### src/rtl/cam_insert_ctrl.sv
// Request-level front end for the block-RAM CAM: duplicate check, lowest-free
// allocation, CAM write issue and one address/status response per request.
module cam_insert_ctrl #(
    parameter int DATA_WIDTH = 64,
    parameter int ADDR_WIDTH = 5
) (
    input  logic                  clk,
    input  logic                  rst_n,
    input  logic [DATA_WIDTH-1:0] req_data,
    input  logic                  req_delete,
    input  logic                  req_valid,
    output logic                  req_ready,
    output logic [ADDR_WIDTH-1:0] resp_addr,
    output logic [1:0]            resp_status,
    output logic                  resp_valid,
    input  logic                  resp_ready,
    output logic [ADDR_WIDTH-1:0] cam_write_addr,
    output logic [DATA_WIDTH-1:0] cam_write_data,
    output logic                  cam_write_delete,
    output logic                  cam_write_enable,
    input  logic                  cam_write_busy,
    output logic [DATA_WIDTH-1:0] cam_compare_data,
    input  logic                  cam_match,
    input  logic [ADDR_WIDTH-1:0] cam_match_addr,
    output logic [ADDR_WIDTH:0]   occupancy
);

    localparam int ENTRIES = 1 << ADDR_WIDTH;

    localparam logic [1:0] ST_OK        = 2'd0;
    localparam logic [1:0] ST_DUPLICATE = 2'd1;
    localparam logic [1:0] ST_FULL      = 2'd2;
    localparam logic [1:0] ST_NOT_FOUND = 2'd3;

    typedef enum logic [2:0] {
        S_IDLE,
        S_LOOKUP,
        S_CHECK,
        S_WRITE,
        S_RESP
    } state_t;

    state_t                  state_q, state_d;
    logic [ENTRIES-1:0]      valid_map_q, valid_map_d;
    logic [ADDR_WIDTH:0]     occ_q, occ_d;
    logic [DATA_WIDTH-1:0]   key_q, key_d;
    logic                    del_q, del_d;
    logic [ADDR_WIDTH-1:0]   resp_addr_q, resp_addr_d;
    logic [1:0]              resp_status_q, resp_status_d;
    logic                    full;
    logic                    in_write;

    // Scan downward so the last hit written is the lowest-index free entry.
    function automatic logic [ADDR_WIDTH-1:0] lowest_free(input logic [ENTRIES-1:0] map);
        lowest_free = '0;
        for (int i = ENTRIES - 1; i >= 0; i--) begin
            if (!map[i]) lowest_free = ADDR_WIDTH'(i);
        end
    endfunction

    assign full = (occ_q == (ADDR_WIDTH + 1)'(ENTRIES));

    always_ff @(posedge clk or negedge rst_n) begin
        if (!rst_n) begin
            state_q       <= S_IDLE;
            valid_map_q   <= '0;
            occ_q         <= '0;
            key_q         <= '0;
            del_q         <= 1'b0;
            resp_addr_q   <= '0;
            resp_status_q <= ST_OK;
        end else begin
            state_q       <= state_d;
            valid_map_q   <= valid_map_d;
            occ_q         <= occ_d;
            key_q         <= key_d;
            del_q         <= del_d;
            resp_addr_q   <= resp_addr_d;
            resp_status_q <= resp_status_d;
        end
    end

    always_comb begin
        state_d       = state_q;
        valid_map_d   = valid_map_q;
        occ_d         = occ_q;
        key_d         = key_q;
        del_d         = del_q;
        resp_addr_d   = resp_addr_q;
        resp_status_d = resp_status_q;
        case (state_q)
            S_IDLE: begin
                if (req_valid) begin
                    key_d   = req_data;
                    del_d   = req_delete;
                    state_d = S_LOOKUP;
                end
            end
            // Waiting out busy also guarantees the compare key has settled for a cycle.
            S_LOOKUP: begin
                if (!cam_write_busy) state_d = S_CHECK;
            end
            S_CHECK: begin
                if (!del_q) begin
                    if (cam_match) begin
                        resp_status_d = ST_DUPLICATE;
                        resp_addr_d   = cam_match_addr;
                        state_d       = S_RESP;
                    end else if (full) begin
                        resp_status_d = ST_FULL;
                        resp_addr_d   = '0;
                        state_d       = S_RESP;
                    end else begin
                        resp_status_d = ST_OK;
                        resp_addr_d   = lowest_free(valid_map_q);
                        state_d       = S_WRITE;
                    end
                end else if (cam_match) begin
                    resp_status_d = ST_OK;
                    resp_addr_d   = cam_match_addr;
                    state_d       = S_WRITE;
                end else begin
                    resp_status_d = ST_NOT_FOUND;
                    resp_addr_d   = '0;
                    state_d       = S_RESP;
                end
            end
            S_WRITE: begin
                valid_map_d[resp_addr_q] = !del_q;
                occ_d   = del_q ? occ_q - (ADDR_WIDTH + 1)'(1) : occ_q + (ADDR_WIDTH + 1)'(1);
                state_d = S_RESP;
            end
            S_RESP: begin
                if (resp_ready) state_d = S_IDLE;
            end
            default: state_d = S_IDLE;
        endcase
    end

    assign in_write         = (state_q == S_WRITE);
    assign req_ready        = (state_q == S_IDLE);
    assign resp_valid       = (state_q == S_RESP);
    assign resp_addr        = resp_addr_q;
    assign resp_status      = resp_status_q;
    assign cam_write_enable = in_write;
    assign cam_write_addr   = in_write ? resp_addr_q : '0;
    assign cam_write_data   = in_write ? key_q : '0;
    assign cam_write_delete = in_write & del_q;
    assign cam_compare_data = key_q;
    assign occupancy        = occ_q;

endmodule

### config.mk
export PLATFORM = sky130hd
export DESIGN_NAME = cam_insert_ctrl
export DESIGN_NICKNAME = d
export VERILOG_FILES = /design/src/rtl/cam_insert_ctrl.sv
export SDC_FILE = /design/constraint.sdc
export NUM_CORES = 1
export LEC_CHECK = 0
export ABC_AREA = 1
export CORE_MARGIN = 2
export CORE_UTILIZATION = 35
export CTS_CLUSTER_SIZE = 14
export DETAILED_ROUTE_END_ITERATION = 6
export DONT_BUFFER_PORTS = 1
export PLACE_DENSITY = 0.59
export SYNTH_ARGS = -nofsm -noshare
export SYNTH_HDL_FRONTEND = slang
export SYNTH_SLANG_ARGS = --single-unit
export TNS_END_PERCENT = 5
### constraint.sdc
create_clock -name clk -period 2.45 [get_ports clk]
set_input_delay 0.49 -clock clk [delete_from_list [all_inputs] [get_ports clk]]
set_output_delay 0.49 -clock clk [all_outputs]
set_load 0.02 [all_outputs]
### After elaboration in Yosys (flattened, before gate mapping)

Index checks and enable logic that the tools add are counted.
Widths: inputs -> output; s select.

| word-level totals | value |
|---|---|
| flip-flop bits (word level) | 113 |
| word-level logic and storage cells | 79 |
| output and inout bits | 150 |
| bits of input ports | 76 |

| cells by class | value |
|---|---|
| order comparisons | 2 |
| reductions and logical operators | 5 |
| add/subtract/negate cells | 2 |
| multiplexer cells | 54 |
| bitwise operators | 1 |
| eq/ne operators | 8 |

Operator list:

| kind | number |
|---|---|
| $mux 5 | 37 |
| $mux 64 | 1 |
| $bwmux 32 | 1 |
| $mux 3 | 7 |
| $pmux 3 s5 | 1 |
| $mux 2 | 4 |
| $add 6x1->6 const B | 1 |
| $eq 3x2->1 const B | 2 |
| $eq 6x6->1 const B | 1 |
| $lt 5x6->1 const B | 1 |
| $mux 6 | 1 |
| $sub 6x1->6 const B | 1 |
| $demux 1 s5 | 1 |
| $ge 5x1->1 const B | 1 |
| $ne 2x2->1 const B | 2 |
| $eq 3x1->1 const B | 1 |
| $eq 3x3->1 const B | 1 |
| $logic_not 3->1 | 1 |
| $reduce_and 3->1 | 1 |
| $ne 2x1->1 const B | 1 |
| $reduce_and 2->1 | 1 |
| $and 1x1->1 | 1 |
| $logic_and 1x1->1 | 1 |
| $logic_not 1->1 | 1 |
| $mux 1 | 1 |

### Longest topological paths before layout

Gate-level depths: netlist (run 1).

| logic depth | value |
|---|---|
| depth in word-level cells | 35 |
| gate-level depth with buffers | 33 |
| gate-level depth less buffers | 33 |

### Worst setup path after synthesis (run 1)

Ideal clock, no wire load.

| timing path | value |
|---|---|
| path kind | register to output |
| from | reg state_q[2] |
| to | out cam_write_data[33] |
| setup slack | 0.180 ns |
| cell stages (with the launch flop) | 8 |
| arrival | 1.780 ns |
| buffers on the path | 2 |
| cell sequence | dfrtp_1 -> inv_1 -> nand2_1 -> nor2_1 -> inv_2 -> clkbuf_1 -> clkbuf_1 -> nor2_1 |

| between the ends | value |
|---|---|
| word-level cells in the longest chain between the ends | 2 |

RTL lines:

| item | line | text |
|---|---|---|
| start, declared | 43 | `state_t state_q, state_d;` |
| start signal, assigned | 73 | `state_q <= state_d;` |
| $eq 3x2->1 | 140 | `assign in_write = (state_q == S_WRITE);` |
| via cam_write_enable | 20 | `output logic cam_write_enable,` |
| $mux 64 | 147 | `assign cam_write_data = in_write ? key_q : '0;` |
| end, declared | 18 | `output logic [DATA_WIDTH-1:0] cam_write_data,` |

The timed path passes the listed nets, and every way through them passes these cells.

### Worst setup path after layout (run 1)

| timing path | value |
|---|---|
| from | reg state_q[0] |
| to | out cam_write_data[58] |

| between the ends | value |
|---|---|
| word-level cells in the longest chain between the ends | 2 |

RTL lines:

| item | line |
|---|---|
| $eq 3x2->1 | 140 |
| $mux 64 | 147 |

No other way between the ends.

==> flow_summary.json, run 1 <==
{
  "outcome": "complete, but fails checks",
  "violations": "negative hold slack",
  "synthesis.area_sq_um": 5330,
  "drv_slew": 0,
  "syn_area_per_cell_sq_um": 7.78,
  "cts-buffers-inserted": 17,
  "critPathArrivalTime_ps": 1820,
  "overflow": 0,
  "fp.dieW_um": 127,
  "place_area_sq_um": 6050,
  "leakagePower_nw": 3.46,
  "hpwl_um": 11100,
  "coreArea_sq_um": 15000,
  "drc": 0,
  "first_iter_violations": 323,
  "grt_busiest_layer": "met2",
  "grt_usage_pct": 18.9,
  "final_cells": 957,
  "die-area_sq_um": 16200,
  "final.setup_skew_ps": 16.2,
  "htreeDepth": 4,
  "p_comb_share_pct": 30.6,
  "relSlewSlack_pct": 44.4,
  "worstMarginPinSlew_ps": 835,
  "ff2ff_path_depth": 33,
  "io_buffers": 0,
  "postRouteAntennaNets": 0,
  "swShare_pct": 44.0,
  "grt.met3_usage_pct": 7.33,
  "placed_cells": 924,
  "n_antenna_cell": 0,
  "cap_violations": 0,
  "cts-root-buf": "clkbuf_16",
  "routedWlPerCell_um": 16.1,
  "met2_usage_pct": 31.2,
  "drtPass1Iterations": 5,
  "hold_ws_ps": -212,
  "hp-class": "input port to async pin",
  "fin_area_sq_um": 6730,
  "grt_max_degree": 114,
  "synth_seq_cells": 113,
  "cts_sinks": 113,
  "drive_gt1_share_pct": 15.2,
  "ys_warn_count": 0,
  "initial_utilization_pct": 35.5,
  "timing.rr.end": "resp_addr[0]",
  "yosysSeqAreaShare_pct": 53.0,
  "synth_cells": 686,
  "cts.clk_slew.worst_paths_ps": 60,
  "power.density_nw_per_um2": 1500,
  "die_height_um": 127,
  "clkPwrFrac_pct": 27.5,
  "seq_power_share_pct": 41.9,
  "rows": 45,
  "switchingPower_mw": 4.45,
  "yosysTopAreaCellShare_pct": 53.0,
  "clk_path_buf_depth": 2,
  "synth.distinct_cells": 27,
  "required_ps": 1960,
  "clock.fmax_ghz": 0.433,
  "synth_fp_nets": 767,
  "ys_top_cells_by_area": "dfrtp_1 (53%), nor2_1 (13%), a21oi_1 (9.3%), inv_1 (7.0%), nand2_1 (6.2%)",
  "cp_max_fo": 27,
  "syn_to_final_growth_pct": 26.2,
  "finalWorstPathRequiredPeriod_ps": 2310,
  "num_vias": 4755,
  "nets": 837,
  "grt_use_met1_pct": 22.5,
  "grt_pass1_vias": 4634,
  "post-route-period-util_pct": 94.2,
  "p_int_mw": 5.66,
  "antenna_found_initial": 0,
  "regToRegSetupSlack_ps": 300,
  "routed_wl_um": 15400,
  "gp_congestion": 0.882,
  "clk_latency_ps": 410,
  "start_kind": "flip-flop",
  "p_total_mw": 10.1,
  "setup_viol": 0,
  "ioPinCount": 226,
  "critical_path_class": "flip-flop to output port",
  "cts_tree": "yes",
  "grt_pass1_wl_um": 23900,
  "critical_path.endpoint_type": "output port",
  "fillCellCount": 1470,
  "viasPerCell": 4.97,
  "synth_top_cell_by_area": "dfrtp_1",
  "peakVddDrop_mv": 0.633,
  "setup_tns_ps": 0,
  "r2r-start": "valid_map_q[31]",
  "hold_viol_final": 113
}
worst max-delay path by stage:
stage                     cells after the start  slack [ps]             from                  to
final                                         6         140       state_q[0]  cam_write_data[58]
after global routing                         33        -0.6  valid_map_q[31]        resp_addr[0]
after CTS                                     6         100       state_q[0]  cam_write_data[40]
after detailed placement                     33         290  valid_map_q[31]        resp_addr[0]
after global placement                       33         320  valid_map_q[31]        resp_addr[0]
after floorplan                               7         180       state_q[2]  cam_write_data[33]
registers in the layout, summed over array words and instances, names as in the netlist:
| register | flops |
|---|---|
| state_q | 3 |
| resp_status | 2 |
| occupancy | 6 |
| cam_compare_data | 64 |
| valid_map_q | 32 |
| resp_addr | 5 |
| del_q | 1 |
metal layers:
layer	vias up	part of all wire [%]
met1	2246	40
met4	0	2.1
met5	-	0
li1	2295	-
met2	190	49
met3	24	8.4
cells in the final DEF, fill, tap and decap left out, types with 2 or more instances in the layout:
cell type   synthesis  routed
a21oi_1            99      99
inv_6               0       4
buf_4               0      80
nor4_1              3       3
nor3_1             12      12
nor2_1            178     178
a31oi_1            19      19
clkbuf_16           0      17
clkinvlp_4          0       2
a22oi_1             4       4
dfrtp_1           113     113
nand3_1             4       4
xor2_1              5       5
nand2_1            88      87
bufinv_16           0       5
ha_1                4       4
inv_1             100     100
clkinv_4            0       3
o21ai_0            16      16
synth_stat cells:
master	count
inv_1	100
nor2_1	178
clkbuf_2	1
and2_1	1
clkbuf_1	28
o311ai_0	1
nand3_1	4
o31ai_1	1
o21ai_0	16
o21bai_1	1
nand2_1	88
inv_2	1
a21oi_2	1
nand4_1	1
a21oi_1	99
xor2_1	5
fa_1	1
dfrtp_1	113
nor4_1	3
clkbuf_8	1
and2_2	1
a22oi_1	4
a211oi_1	1
o211ai_1	1
a31oi_1	19
nor3_1	12
ha_1	4
worst max-delay path: stages (launching register included):
cell	delay, ps
dfrtp_1	430
inv_1	90
nor2_1	60
inv_2	230
buf_4	350
nor2_1	80
buf_4	160
power by group through the flow:
stage          Combinational (mW)  Clock, mW  Sequential [mW]
6_report                     3.09       2.78             4.24
5_1_grt                      3.50       2.91             4.35
4_1_cts                      3.09       2.84             4.25
3_5_place_dp                 3.10          0             4.24
3_3_place_gp                 2.97          0             4.25
2_1_floorplan                2.26          0             3.97
cells by family after synthesis:
family / after synthesis / share of synthesized area (%)
flip-flops: 113 / 53.0
AND/OR/NAND/NOR: 288 / 20.9
AO/OA/AOI/OAI: 144 / 14.5
buffers and inverters: 131 / 9.43
XOR/XNOR: 5 / 0.821
adder cells (fa/ha/maj): 5 / 1.31
repair_timing:
action / 4_1_cts / 5_1_grt
setup endpoints to repair: 36 / 17
resized for setup: 1 / 1
gates cloned: 0 / 0
hold endpoints to repair: 113 / 113
buffers inserted: 0 / 1
per-stage QoR:
stage	utilization, %	hold WS, ps	setup slack [ps]
after floorplan	-	194	180
after global placement	40.3	201	318
after detailed placement	40.3	199	293
after CTS	44.7	-244	99.4
after global routing	44.8	-246	-0.571
final	44.8	-212	141
layout make-up:
type / instances / area (sq um) / area share [%]
Clock buffer: 18 / 439 / 6.52
Clock inverter: 14 / 226 / 3.36
Inverter: 101 / 379 / 5.63
Multi-Input combinational cell: 442 / 2010 / 29.9
Sequential cell: 113 / 2830 / 42.0
Tap cell: 188 / 235 / 3.49
Timing Repair Buffer: 81 / 616 / 9.14
(Power assumes the default switching activity.)
==> run 2: changes to the inputs <==
Settings changed: PLACE_DENSITY 0.59 to 0.61, SKIP_LAST_GASP set to 1.
Clock period 2.45 ns to 2 ns, I/O delays scaled along.
==> run 2 against run 1 <==
The flow finishes with violations (negative hold slack, negative setup slack). Combinational power increased by 41%. Clock skew decreased by 8.1 ps. Clock power increased by 3%. Die area unchanged. Clock-buffer cell count decreased by 1. Design area increased by 3.2%. Global-route usage increased by 0.81 points. Total power increased by 21%. Largest cell class unchanged. Highest routed layer unchanged.
==> flow_summary.json, run 2 (same netlist as run 1, synthesis figures left out) <==
{
  "viasPerCell": 4.85,
  "leakagePower_nw": 3.57,
  "outcome": "complete, but fails checks",
  "routedWlPerCell_um": 16.1,
  "initial_utilization_pct": 35.5,
  "finalWorstPathRequiredPeriod_ps": 2100,
  "fillCellCount": 1449,
  "power.density_nw_per_um2": 1770,
  "placed_cells": 943,
  "cp_max_fo": 2,
  "clk_latency_ps": 410,
  "overflow": 0,
  "num_vias": 4755,
  "hold_ws_ps": -308,
  "antenna_found_initial": 0,
  "hold_viol_final": 113,
  "path_delay_family": "simple AND/OR/NAND/NOR gates",
  "place_area_sq_um": 6240,
  "grt_use_met1_pct": 23.5,
  "gp_congestion": 0.811,
  "drv_slew": 0,
  "coreArea_sq_um": 15000,
  "violations": "negative hold slack, negative setup slack",
  "first_iter_violations": 248,
  "routed_wl_um": 15800,
  "cts-root-buf": "clkbuf_16",
  "ioPinCount": 226,
  "n_antenna_cell": 0,
  "multiInputGateArea_sq_um": 2050,
  "final.setup_skew_ps": 8.03,
  "cts.clk_slew.worst_paths_ps": 60,
  "final_cell_mix": "nor2_1 (172), dfrtp_1 (112), inv_1 (99), a21oi_1 (99), buf_4 (95)",
  "cpMostUsedCell": "nand2_1",
  "worstMarginPinSlew_ps": 519,
  "critical_path_class": "flip-flop to flip-flop",
  "start_kind": "flip-flop",
  "nets": 862,
  "drc": 0,
  "grt_max_degree": 114,
  "grt_pass1_vias": 4714,
  "grt_busiest_layer": "met2",
  "grt_usage_pct": 19.8,
  "drive_gt1_share_pct": 18.9,
  "final_cells": 981,
  "hp-class": "input port to async pin",
  "hpwl_um": 11300,
  "fin_area_sq_um": 6950,
  "worst_path_max_delay_cell": "dfrtp_1",
  "fin_ws_ps": -96.1,
  "p_total_mw": 12.3,
  "required_ps": 2340,
  "grt_pass1_wl_um": 24700,
  "cts-buffers-inserted": 17,
  "post-route-period-util_pct": 105,
  "die-area_sq_um": 16200,
  "critPathMaxStageDelay_ps": 370,
  "grt.met3_usage_pct": 7.83,
  "fp.dieW_um": 127,
  "met2_usage_pct": 32.5,
  "clock.fmax_ghz": 0.477,
  "die_height_um": 127,
  "drtPass1Iterations": 4,
  "relSlewSlack_pct": 65.4,
  "cts_tree": "yes",
  "critical_path.endpoint_type": "flip-flop",
  "mostFrequentLayoutCell": "nor2_1",
  "rows": 45,
  "io_buffers": 0,
  "peakVddDrop_mv": 0.801,
  "cts_sinks": 113,
  "clk_path_buf_depth": 2,
  "rsz0062_at_grt": "yes",
  "postRouteAntennaNets": 0,
  "cp.buffers_inverters": 1,
  "syn_to_final_growth_pct": 30.3,
  "cap_violations": 0,
  "place_ws_ps": -87.5,
  "htreeDepth": 4,
  "seqCellArea_sq_um": 2830,
  "largest_reg_flops": 64,
  "setup_viol": 13,
  "critPathArrivalTime_ps": 2440
}
run 2: metrics by stage:
step           utilization (%)  TNS (ps)
6_report                  46.2      -245
5_1_grt                   46.2     -6360
4_1_cts                   45.9     -2300
3_5_place_dp              41.5     -87.5
3_3_place_gp              41.5     -76.1
2_1_floorplan                -      -652
run 2: cell type report:
cell class	count	area share, %
well taps	188	3.39
multi-input cells	442	29.5
inverters	101	5.56
clock buffers	17	6.12
flip-flops and latches	113	40.7
repair buffers	106	12.8
clock inverters	14	1.94
run 2: path summary, 6_finish.rpt:
path / startpoint / endpoint / slack, ps / cells after the start
min in group clk: cam_match / resp_status[1] / 110 / 1
hold reg to reg: valid_map_q[18] / valid_map_q[18] / 540 / 2
hold / removal: rst_n / occupancy[3] / -310 / 0
max in group asynchronous: rst_n / cam_compare_data[6] / 2140 / 0
setup / recovery: valid_map_q[31] / resp_addr[0] / -100 / 33
setup reg to reg: valid_map_q[31] / resp_addr[0] / -100 / 33
run 2: where the power goes:
group	internal [mW]	total, mW	switching [mW]
registers	3.31	5.06	1.74
logic	1.67	4.35	2.69
clock network	1.72	2.87	1.15
total	6.69	12.3	5.58
run 2: layer usage:
metal  share of wire [%]  vias up
met5                   0        -
met4                 1.9        0
met3                 8.1       18
met2                  50      160
met1                  40     2234
li1                    -     2343
run 2: worst register-to-register path: cells and delay by family (launching register included):
family / cells / cell delay, ps
compound gates: 1 / 100
buf+inv: 1 / 50
flops: 1 / 370
simple gates: 31 / 1500
run 2: repair_timing:
item | 4_1_cts | 5_1_grt
setup endpoints to repair | 70 | 84
resized for setup | 13 | 11
pin swaps | 1 | 1
gates cloned | 1 | 0
endpoints found under the hold margin | 113 | 113
buffers inserted | 4 | 2
